## src/rtl/stopwatch_bcd.sv

```systemverilog
// MM:SS.hh BCD stopwatch core with start/stop/clear control.
// Optional lap-hold display register when STOPWATCH_LAP_EN is defined.
module stopwatch_bcd #(
    parameter int MIN_MAX = 59
) (
    input  logic       clk,
    input  logic       rst_n,
    input  logic       hundrethSec,
    input  logic       start_stop,
    input  logic       clr,
`ifdef STOPWATCH_LAP_EN
    input  logic       lap,
`endif
    output logic [3:0] hund_o,
    output logic [3:0] hund_t,
    output logic [3:0] sec_o,
    output logic [3:0] sec_t,
    output logic [3:0] min_o,
    output logic [3:0] min_t,
    output logic       running,
    output logic       rollover
);

    typedef enum logic [1:0] {
        IDLE  = 2'd0,
        RUN   = 2'd1,
        PAUSE = 2'd2
    } state_t;

    localparam logic [3:0] MAX_T = 4'(MIN_MAX / 10);
    localparam logic [3:0] MAX_O = 4'(MIN_MAX % 10);
    // per-digit wrap limits, index 0 = hundredths ones
    localparam logic [5:0][3:0] LIM = {4'd9, 4'd9, 4'd5, 4'd9, 4'd9, 4'd9};

    state_t           state_q, state_d;
    logic [5:0][3:0]  cnt_q, cnt_d;
    logic             ss_q, clr_q;
    logic             ss_press, clr_press;
    logic             tick_en, at_max, wrap, carry;

    assign ss_press  = start_stop & ~ss_q;
    assign clr_press = clr & ~clr_q;
    assign tick_en   = (state_q == RUN) && hundrethSec;
    assign at_max    = (cnt_q[5] == MAX_T) && (cnt_q[4] == MAX_O)
                    && (cnt_q[3] == 4'd5) && (cnt_q[2] == 4'd9)
                    && (cnt_q[1] == 4'd9) && (cnt_q[0] == 4'd9);

    // held-through-reset buttons must not register as presses
    always_ff @(posedge clk or negedge rst_n) begin
        if (!rst_n) begin
            ss_q  <= 1'b1;
            clr_q <= 1'b1;
        end else begin
            ss_q  <= start_stop;
            clr_q <= clr;
        end
    end

    always_comb begin
        state_d = state_q;
        if (clr_press) begin
            state_d = IDLE;
        end else if (ss_press) begin
            unique case (state_q)
                IDLE:    state_d = RUN;
                RUN:     state_d = PAUSE;
                PAUSE:   state_d = RUN;
                default: state_d = IDLE;
            endcase
        end
    end

    always_comb begin
        cnt_d = cnt_q;
        wrap  = 1'b0;
        carry = 1'b1;
        if (clr_press) begin
            cnt_d = '0;
        end else if (tick_en) begin
            if (at_max) begin
                cnt_d = '0;
                wrap  = 1'b1;
            end else begin
                for (int i = 0; i < 6; i++) begin
                    if (carry) begin
                        if (cnt_q[i] == LIM[i]) begin
                            cnt_d[i] = 4'd0;
                        end else begin
                            cnt_d[i] = cnt_q[i] + 4'd1;
                            carry    = 1'b0;
                        end
                    end
                end
            end
        end
    end

    always_ff @(posedge clk or negedge rst_n) begin
        if (!rst_n) begin
            state_q  <= IDLE;
            cnt_q    <= '0;
            rollover <= 1'b0;
        end else begin
            state_q  <= state_d;
            cnt_q    <= cnt_d;
            rollover <= wrap;
        end
    end

    assign running = (state_q == RUN);

`ifdef STOPWATCH_LAP_EN
    logic            lap_q, lap_press;
    logic            hold_q, hold_d;
    logic [5:0][3:0] disp_q;

    assign lap_press = lap & ~lap_q;

    always_comb begin
        hold_d = hold_q;
        if (clr_press) begin
            hold_d = 1'b0;
        end else if (lap_press && state_q == RUN) begin
            hold_d = ~hold_q;
        end
    end

    // display tracks the live count unless a lap hold is active
    always_ff @(posedge clk or negedge rst_n) begin
        if (!rst_n) begin
            lap_q  <= 1'b1;
            hold_q <= 1'b0;
            disp_q <= '0;
        end else begin
            lap_q  <= lap;
            hold_q <= hold_d;
            if (!hold_d) begin
                disp_q <= cnt_d;
            end
        end
    end

    assign {min_t, min_o, sec_t, sec_o, hund_t, hund_o} = disp_q;
`else
    assign {min_t, min_o, sec_t, sec_o, hund_t, hund_o} = cnt_q;
`endif

endmodule

```

## config.mk

```make
export PLATFORM = sky130hd
export DESIGN_NAME = stopwatch_bcd
export DESIGN_NICKNAME = d
export VERILOG_FILES = /design/src/rtl/stopwatch_bcd.sv
export SDC_FILE = /design/constraint.sdc
export NUM_CORES = 1
export LEC_CHECK = 0
export ABC_CLOCK_PERIOD_IN_PS = 3000
export BUFFER_PORTS_ARGS = -buffer_cell sky130_fd_sc_hd__buf_4
export CORE_ASPECT_RATIO = 2
export CORE_MARGIN = 5
export CORE_UTILIZATION = 59
export DETAILED_ROUTE_END_ITERATION = 8
export PLACE_DENSITY = 0.91
export SLEW_MARGIN = 20
export SYNTH_ARGS = -nofsm -noshare
export SYNTH_HDL_FRONTEND = slang
export SYNTH_SLANG_ARGS = --single-unit
```

## constraint.sdc

```tcl
create_clock -name clk -period 3 [get_ports clk]
set_input_delay 0.15 -clock clk [delete_from_list [all_inputs] [get_ports clk]]
set_output_delay 0.15 -clock clk [all_outputs]
set_load 0.005 [all_outputs]
```

Word level (Yosys, flattened, before mapping) --
Cells that the tools add are included.
Word-level totals: flip-flop bits (word level) 29, input port bits 5
Operators by class: $add $sub $neg 6, equal/unequal tests 9, mux-type cells 44, bitwise gates (word level) 4, reductions and logical operators 20
Operator list (count):
- 24-bit two-way mux | 3
- 4-bit two-way mux | 11
- 1-bit two-way mux | 27
- 4-bit by 1-bit adder with 4-bit output, second input constant | 6
- 4-bit equality test, second input constant | 5
- 3-bit nonzero test | 5
- 2-bit AND reduction | 5
- 4-bit by 3-bit equality test with 1-bit output, second input constant | 2
- 1-bit logical AND | 6
- 2-bit two-way mux | 2
- 2-bit one-hot mux with 2 select lines | 1
- 2-bit nonzero test | 2
- 1-bit bitwise AND | 2
- 2-bit by 1-bit equality test with 1-bit output, second input constant | 1
- 2-bit equality test, second input constant | 1
- 2-bit logical NOT | 1
- 1-bit inverter | 2
- 2-bit OR reduction | 1

Logic depth before layout (Yosys ltp) --
word-level depth 29, depth in mapped cells 8

Least setup slack after synthesis --
No wires, ideal clock.
path type register to register, start register cnt_q (netlist bit hund_t[1]), end register cnt_q (netlist bit min_o[3]), arrival time 1.637 ns, data required time 2.918 ns, path slack 1.281 ns, stages on the path, launching flop included 7, path buffers 0, period minus slack after synthesis 1.719 ns, path through dfrtp_1 > inv_1 > ha_1 > and3b_2 > nand3_4 > or4_1 > a31oi_1
On the way: longest elaborated chain between the ends 16, elaborated cells between the ends (all ways) 21, classes of those cells eq/ne (1); mux (16); reduce/logical (4)
RTL lines:
- from (decl) | RTL line 36 | logic [5:0][3:0] cnt_q, cnt_d;
- from (signal assigned) | RTL line 105 | cnt_q <= cnt_d;
- 4-bit equality test (*) | RTL line 46, 86
- 1-bit two-way mux | RTL line 86 | if (cnt_q[i] == LIM[i]) begin
- 1-bit two-way mux | RTL line 85 | if (carry) begin
- 1-bit two-way mux | RTL line 80 | if (at_max) begin
- 1-bit two-way mux | RTL line 79 | end else if (tick_en) begin
- 1-bit two-way mux | RTL line 77 | if (clr_press) begin
- 1-bit two-way mux | RTL line 85
- 1-bit two-way mux | RTL line 80
- 1-bit two-way mux | RTL line 79
- 1-bit two-way mux | RTL line 77
- 1-bit two-way mux | RTL line 85
- 1-bit two-way mux | RTL line 80
- 1-bit two-way mux | RTL line 79
- 1-bit two-way mux | RTL line 77
- 3-bit nonzero test (no source line)
- 2-bit AND reduction (no source line)
Every way passes the cells marked *; elsewhere a longest branch is shown, timed or not. The select of a mux whose other input is x is not followed. A chain may end at the register's enable or synchronous reset.

Final worst setup path --
start register cnt_q (netlist bit hund_o[1]), end register cnt_q (netlist bit min_o[3])
On the way: longest elaborated chain between the ends 19, elaborated cells between the ends (all ways) 23, classes of those cells eq/ne (1); mux (19); reduce/logical (3)
RTL lines (RTL line):
- 4-bit equality test (*) | 46, 86
- 1-bit two-way mux | 86
- 1-bit two-way mux | 80
- 1-bit two-way mux | 79
- 1-bit two-way mux | 77
- 1-bit two-way mux | 85
- 1-bit two-way mux | 80
- 1-bit two-way mux | 79
- [... 3 more ...]
- 1-bit two-way mux | 79
- 1-bit two-way mux | 77
- 1-bit two-way mux | 85
- 1-bit two-way mux | 80
- 1-bit two-way mux | 79
- 1-bit two-way mux | 77
- 3-bit nonzero test (no source line)
- 2-bit AND reduction (no source line)
Marks and branches as above.

==> results by stage <==
Clocking:
- TritonCTS built the clock tree.
- The maximum clock insertion buffer count is 2.
- The clock transition time at the flip-flop clock pins of the worst setup and hold paths is 60 ps.
- The source-to-sink clock delay at the later pin of the worst-skew pair is a little under 300 ps.
- The library cell used as clock root buffer is clkbuf_8.
- The H-tree generated during clock tree synthesis spans 2 levels.
- After clock tree synthesis, the repair step resized 0 gates.
- Clock tree synthesis inserted a total of 5 buffers.
- Clock tree synthesis found a total of 29 sinks.

Synth:
- After synthesis, the cell types taking the most area are dfrtp_1 40%, ha_1 8.8%, a21oi_1 4.7%, nand2_1 3.3%, dfstp_2 3.1%.
- A synthesized cell averages between 9 and 10 um2.
- Yosys mapped the design onto 41 distinct sky130hd cell types.
- In this run the biggest area consumer among cell types represents 39.6% of the synthesized area.
- Sequential cells were found to cover 42.6% of the synthesized design area.
- Summed over all instances, the cell type with the most area after synthesis is dfrtp_1.
- Counting every instance in the synthesized netlist gives 183.
- The post-synthesis cell area is ~1700 um2.
- The net count after synthesis is 200.
- In this run, synthesis produced a sequential element count of 29.
- The number of warnings reported in the yosys synthesis log is 0.

Place:
- The routability congestion estimate is 0.817.
- The number of input and output port buffers inserted is 30.
- Detailed placement ended at an HPWL of roughly 3000 um.
- Before CTS, the worst setup slack after placement is 1000 ps.

Detailed routing:
- For this block, the via count after detailed routing is 1,576.
- In this run the remaining antenna-violating nets after routing total 0.
- The number of DRC markers after the initial detailed-route iteration is 59.
- After detailed routing, the number of vias per cell comes to 6.41.
- The sum of routed wire length over all layers is 4310 um.
- The detail-routed net length per standard cell is 17.5 um.
- The first-pass iteration count of the detailed router is 4.
- In the routed design, unresolved DRC markers number 0.

GRT:
- The number of global-route vias before repair is about 1,600.
- The total global-route track usage is 23.8%.
- The global-route wire length before repair is a little over 7000 um.
- The initial antenna violation count is 0.
- The total overflow left after global routing is 0.
- Entering global routing, the biggest net connects 30 pins.

Power and ir drop:
- The clock network is responsible for 38.4% of the overall power.
- Cell internal power was estimated by the tool at approximately 630 uW.
- The combinational power share is 11.3%.
- Per report_power, the sequential group accounts for 50.3% of the total.
- In this run the static leakage power is slightly above 0.9 nW.
- The total power density per cell area is 415 nW/um2.
- For this design the total switching power over the nets is 220 uW.
- The switching power as a share of total power is 25.8%.
- The maximum vdd drop is 0.464 mV.

Timing:
- The worst relative slew slack is 64.3%.
- The number of endpoints failing setup at the final stage is 0.
- The final setup TNS is 0 ps.
- Setup repair after global routing left no endpoint under its margin.
- After layout, the minimum clock period comes to 2050 ps.
- At the pin with the least slew margin, the transition time is 531 ps.
- The worst setup skew after layout is 4.88 ps.
- The final hold violation count is 0.
- Across all setup checks in the final design, the least slack found is 950 ps.
- The maximum frequency from static timing analysis is 0.488 GHz.
- The number of pins exceeding their max-slew limit in the final report is 0.
- The post-route clock period utilization is 68.3%.

Setup path:
- In this run the critical register-to-register path is captured at min_o[3]$_DFFE_PN0P_.
- The kind of critical path is reg2reg.
- The worst-path cell with the longest stage delay is or4_1.
- The reg-to-reg startpoint is hund_o[1]$_DFFE_PN0P_.
- Of all nets on the critical path, the largest fanout is 18.
- The worst path buffer plus inverter count is 1.
- The worst reg2reg path depth is 6.
- The type of origin of the critical path is a flop.
- The type of destination of the critical path is a flop.
- The required time of the critical path is 3210 ps.
- The worst reg-to-reg setup slack is 950 ps.
- Data on the critical path arrives at its endpoint at 2260 ps.
- The number of cells on the critical path is 6.
- The dominant delay contributor by cell family on the critical path is simple AND/OR/NAND/NOR gates.
- The largest stage delay on the critical path is roughly 560 ps.
- The signal on the critical path passes through inv_1, ha_1, and3b_1, nand3_4, or4_1, a31oi_1.

Floorplan:
- The floorplan die area is 4140 um2.
- The effective utilization at floorplan is 61.7%.
- The initialized floorplan defines 27 standard-cell rows.
- The die span in x is 48.0 um.
- In this run the vertical extent of the chip is 86.1 um.
- The area of the placeable core is 2770 um2.
- Pin placement for this block handled 31 I/O pins.

Min path:
- The classification of the worst-slack hold path is in2async.

Run:
- The number of max-cap violations is 0.

Cells and area:
- In the layout the commonest cells are 31 x buf_4, 27 x dfrtp_1, 16 x a21oi_1.
- The antenna diode instance count is 0.
- The post-route netlist has 19.8% of its cells at a drive strength greater than 1.
- The layout overhead on the synthesized area is 20.4%.
- The final layout contains 234 nets.
- The most frequent standard cell in the layout excluding fill and tap cells is buf_4.

Status:
- The run finished with clean final reports.
## state kept, by name, indices dropped and copies added (netlist names)
signal and cells:
min_o 4, clr_q 1, hund_o 4, ss_q 1, state_q 2, sec_o 4
rollover 1, min_t 4, sec_t 4, hund_t 4
## power groups by stage
| stage | clock network, mW | logic [mW] | registers, mW |
|---|---|---|---|
| final | 0.328 | 0.0961 | 0.430 |
| after global routing | 0.343 | 0.109 | 0.433 |
| after CTS | 0.333 | 0.0975 | 0.429 |
| after detailed placement | 0 | 0.0929 | 0.436 |
| after global placement | 0 | 0.0870 | 0.433 |
| after floorplan | 0 | 0.0491 | 0.432 |
## Yosys cell counts, drive strengths merged
library cell,instances
buf,3
xor2,1
clkbuf,4
o21ai,11
nor2,14
a311oi,1
nor4,4
a31o,1
nand3,9
and3b,7
a211oi,1
a21oi,16
nand2b,3
or3,3
a32oi,1
o211ai,1
nor3,6
and2,2
dfrtp,27
xnor2,1
o311ai,2
inv,8
mux2i,2
o22ai,1
nand3b,6
or4,5
nand2,15
nor2b,3
a31oi,3
ha,12
nand4,3
o2111ai,1
dfstp,2
nand4bb,1
o41ai,3
## logic make-up (layout without fill, tap and decap cells)
logic type               count (synthesis)  count (layout)  share of synthesized area, %
flip-flops                              29              29                          42.6
adder cells (fa/ha/maj)                 12              12                          8.79
AND/OR/NAND/NOR                         81              81                          27.6
buffers and inverters                   15              49                          3.88
XOR/XNOR                                 2               2                          1.03
AO/OA/AOI/OAI                           42              42                          14.9
multiplexers                             2               2                          1.17
## cell type report
type                            instances  area [um2]
Multi-Input combinational cell        139         913
Sequential cell                        29         728
Fill cell                             207         713
Timing Repair Buffer                   34         263
Clock buffer                            7        86.3
Tap cell                               29        36.3
Inverter                                8        30.0
## repair_timing
item                                   4_1_cts  5_1_grt
endpoints found under the hold margin       29        0
buffers inserted                             0        0
hold buffers                                 3        0
## metrics by stage
stage / total power, mW / instances / utilization, % / hold slack (ps) / area, um2
5_1_grt: 0.885 / 246 / 74.3 / 360 / 2060
3_3_place_gp: 0.520 / 236 / 70.1 / 86.9 / 1940
3_5_place_dp: 0.529 / 236 / 70.1 / 94.1 / 1940
4_1_cts: 0.860 / 246 / 74.3 / 332 / 2060
2_1_floorplan: 0.481 / 183 / - / -146 / 1710
6_report: 0.854 / 246 / 74.3 / 323 / 2060
## routing by layer
metal	up-vias	track usage (%)	share of wire (%)
met1	767	25.1	36
met5	-	0	0
met4	0	12.3	2.8
met3	11	5.67	5.4
li1	739	-	-
met2	59	40.5	55
## how the worst max path moves through the flow
stage / from / end / slack, ps
6_report: hund_o[1]$_DFFE_PN0P_ / min_o[3]$_DFFE_PN0P_ / 950
5_1_grt: hund_o[1]$_DFFE_PN0P_ / min_t[3]$_DFFE_PN0P_ / 800
4_1_cts: hund_o[1]$_DFFE_PN0P_ / min_o[3]$_DFFE_PN0P_ / 960
3_5_place_dp: hund_o[1]$_DFFE_PN0P_ / min_o[3]$_DFFE_PN0P_ / 1000
3_3_place_gp: hund_o[1]$_DFFE_PN0P_ / min_o[3]$_DFFE_PN0P_ / 1140
2_1_floorplan: hund_t[1]$_DFFE_PN0P_ / min_o[3]$_DFFE_PN0P_ / 1280
Power figures use the tool's default switching activity.
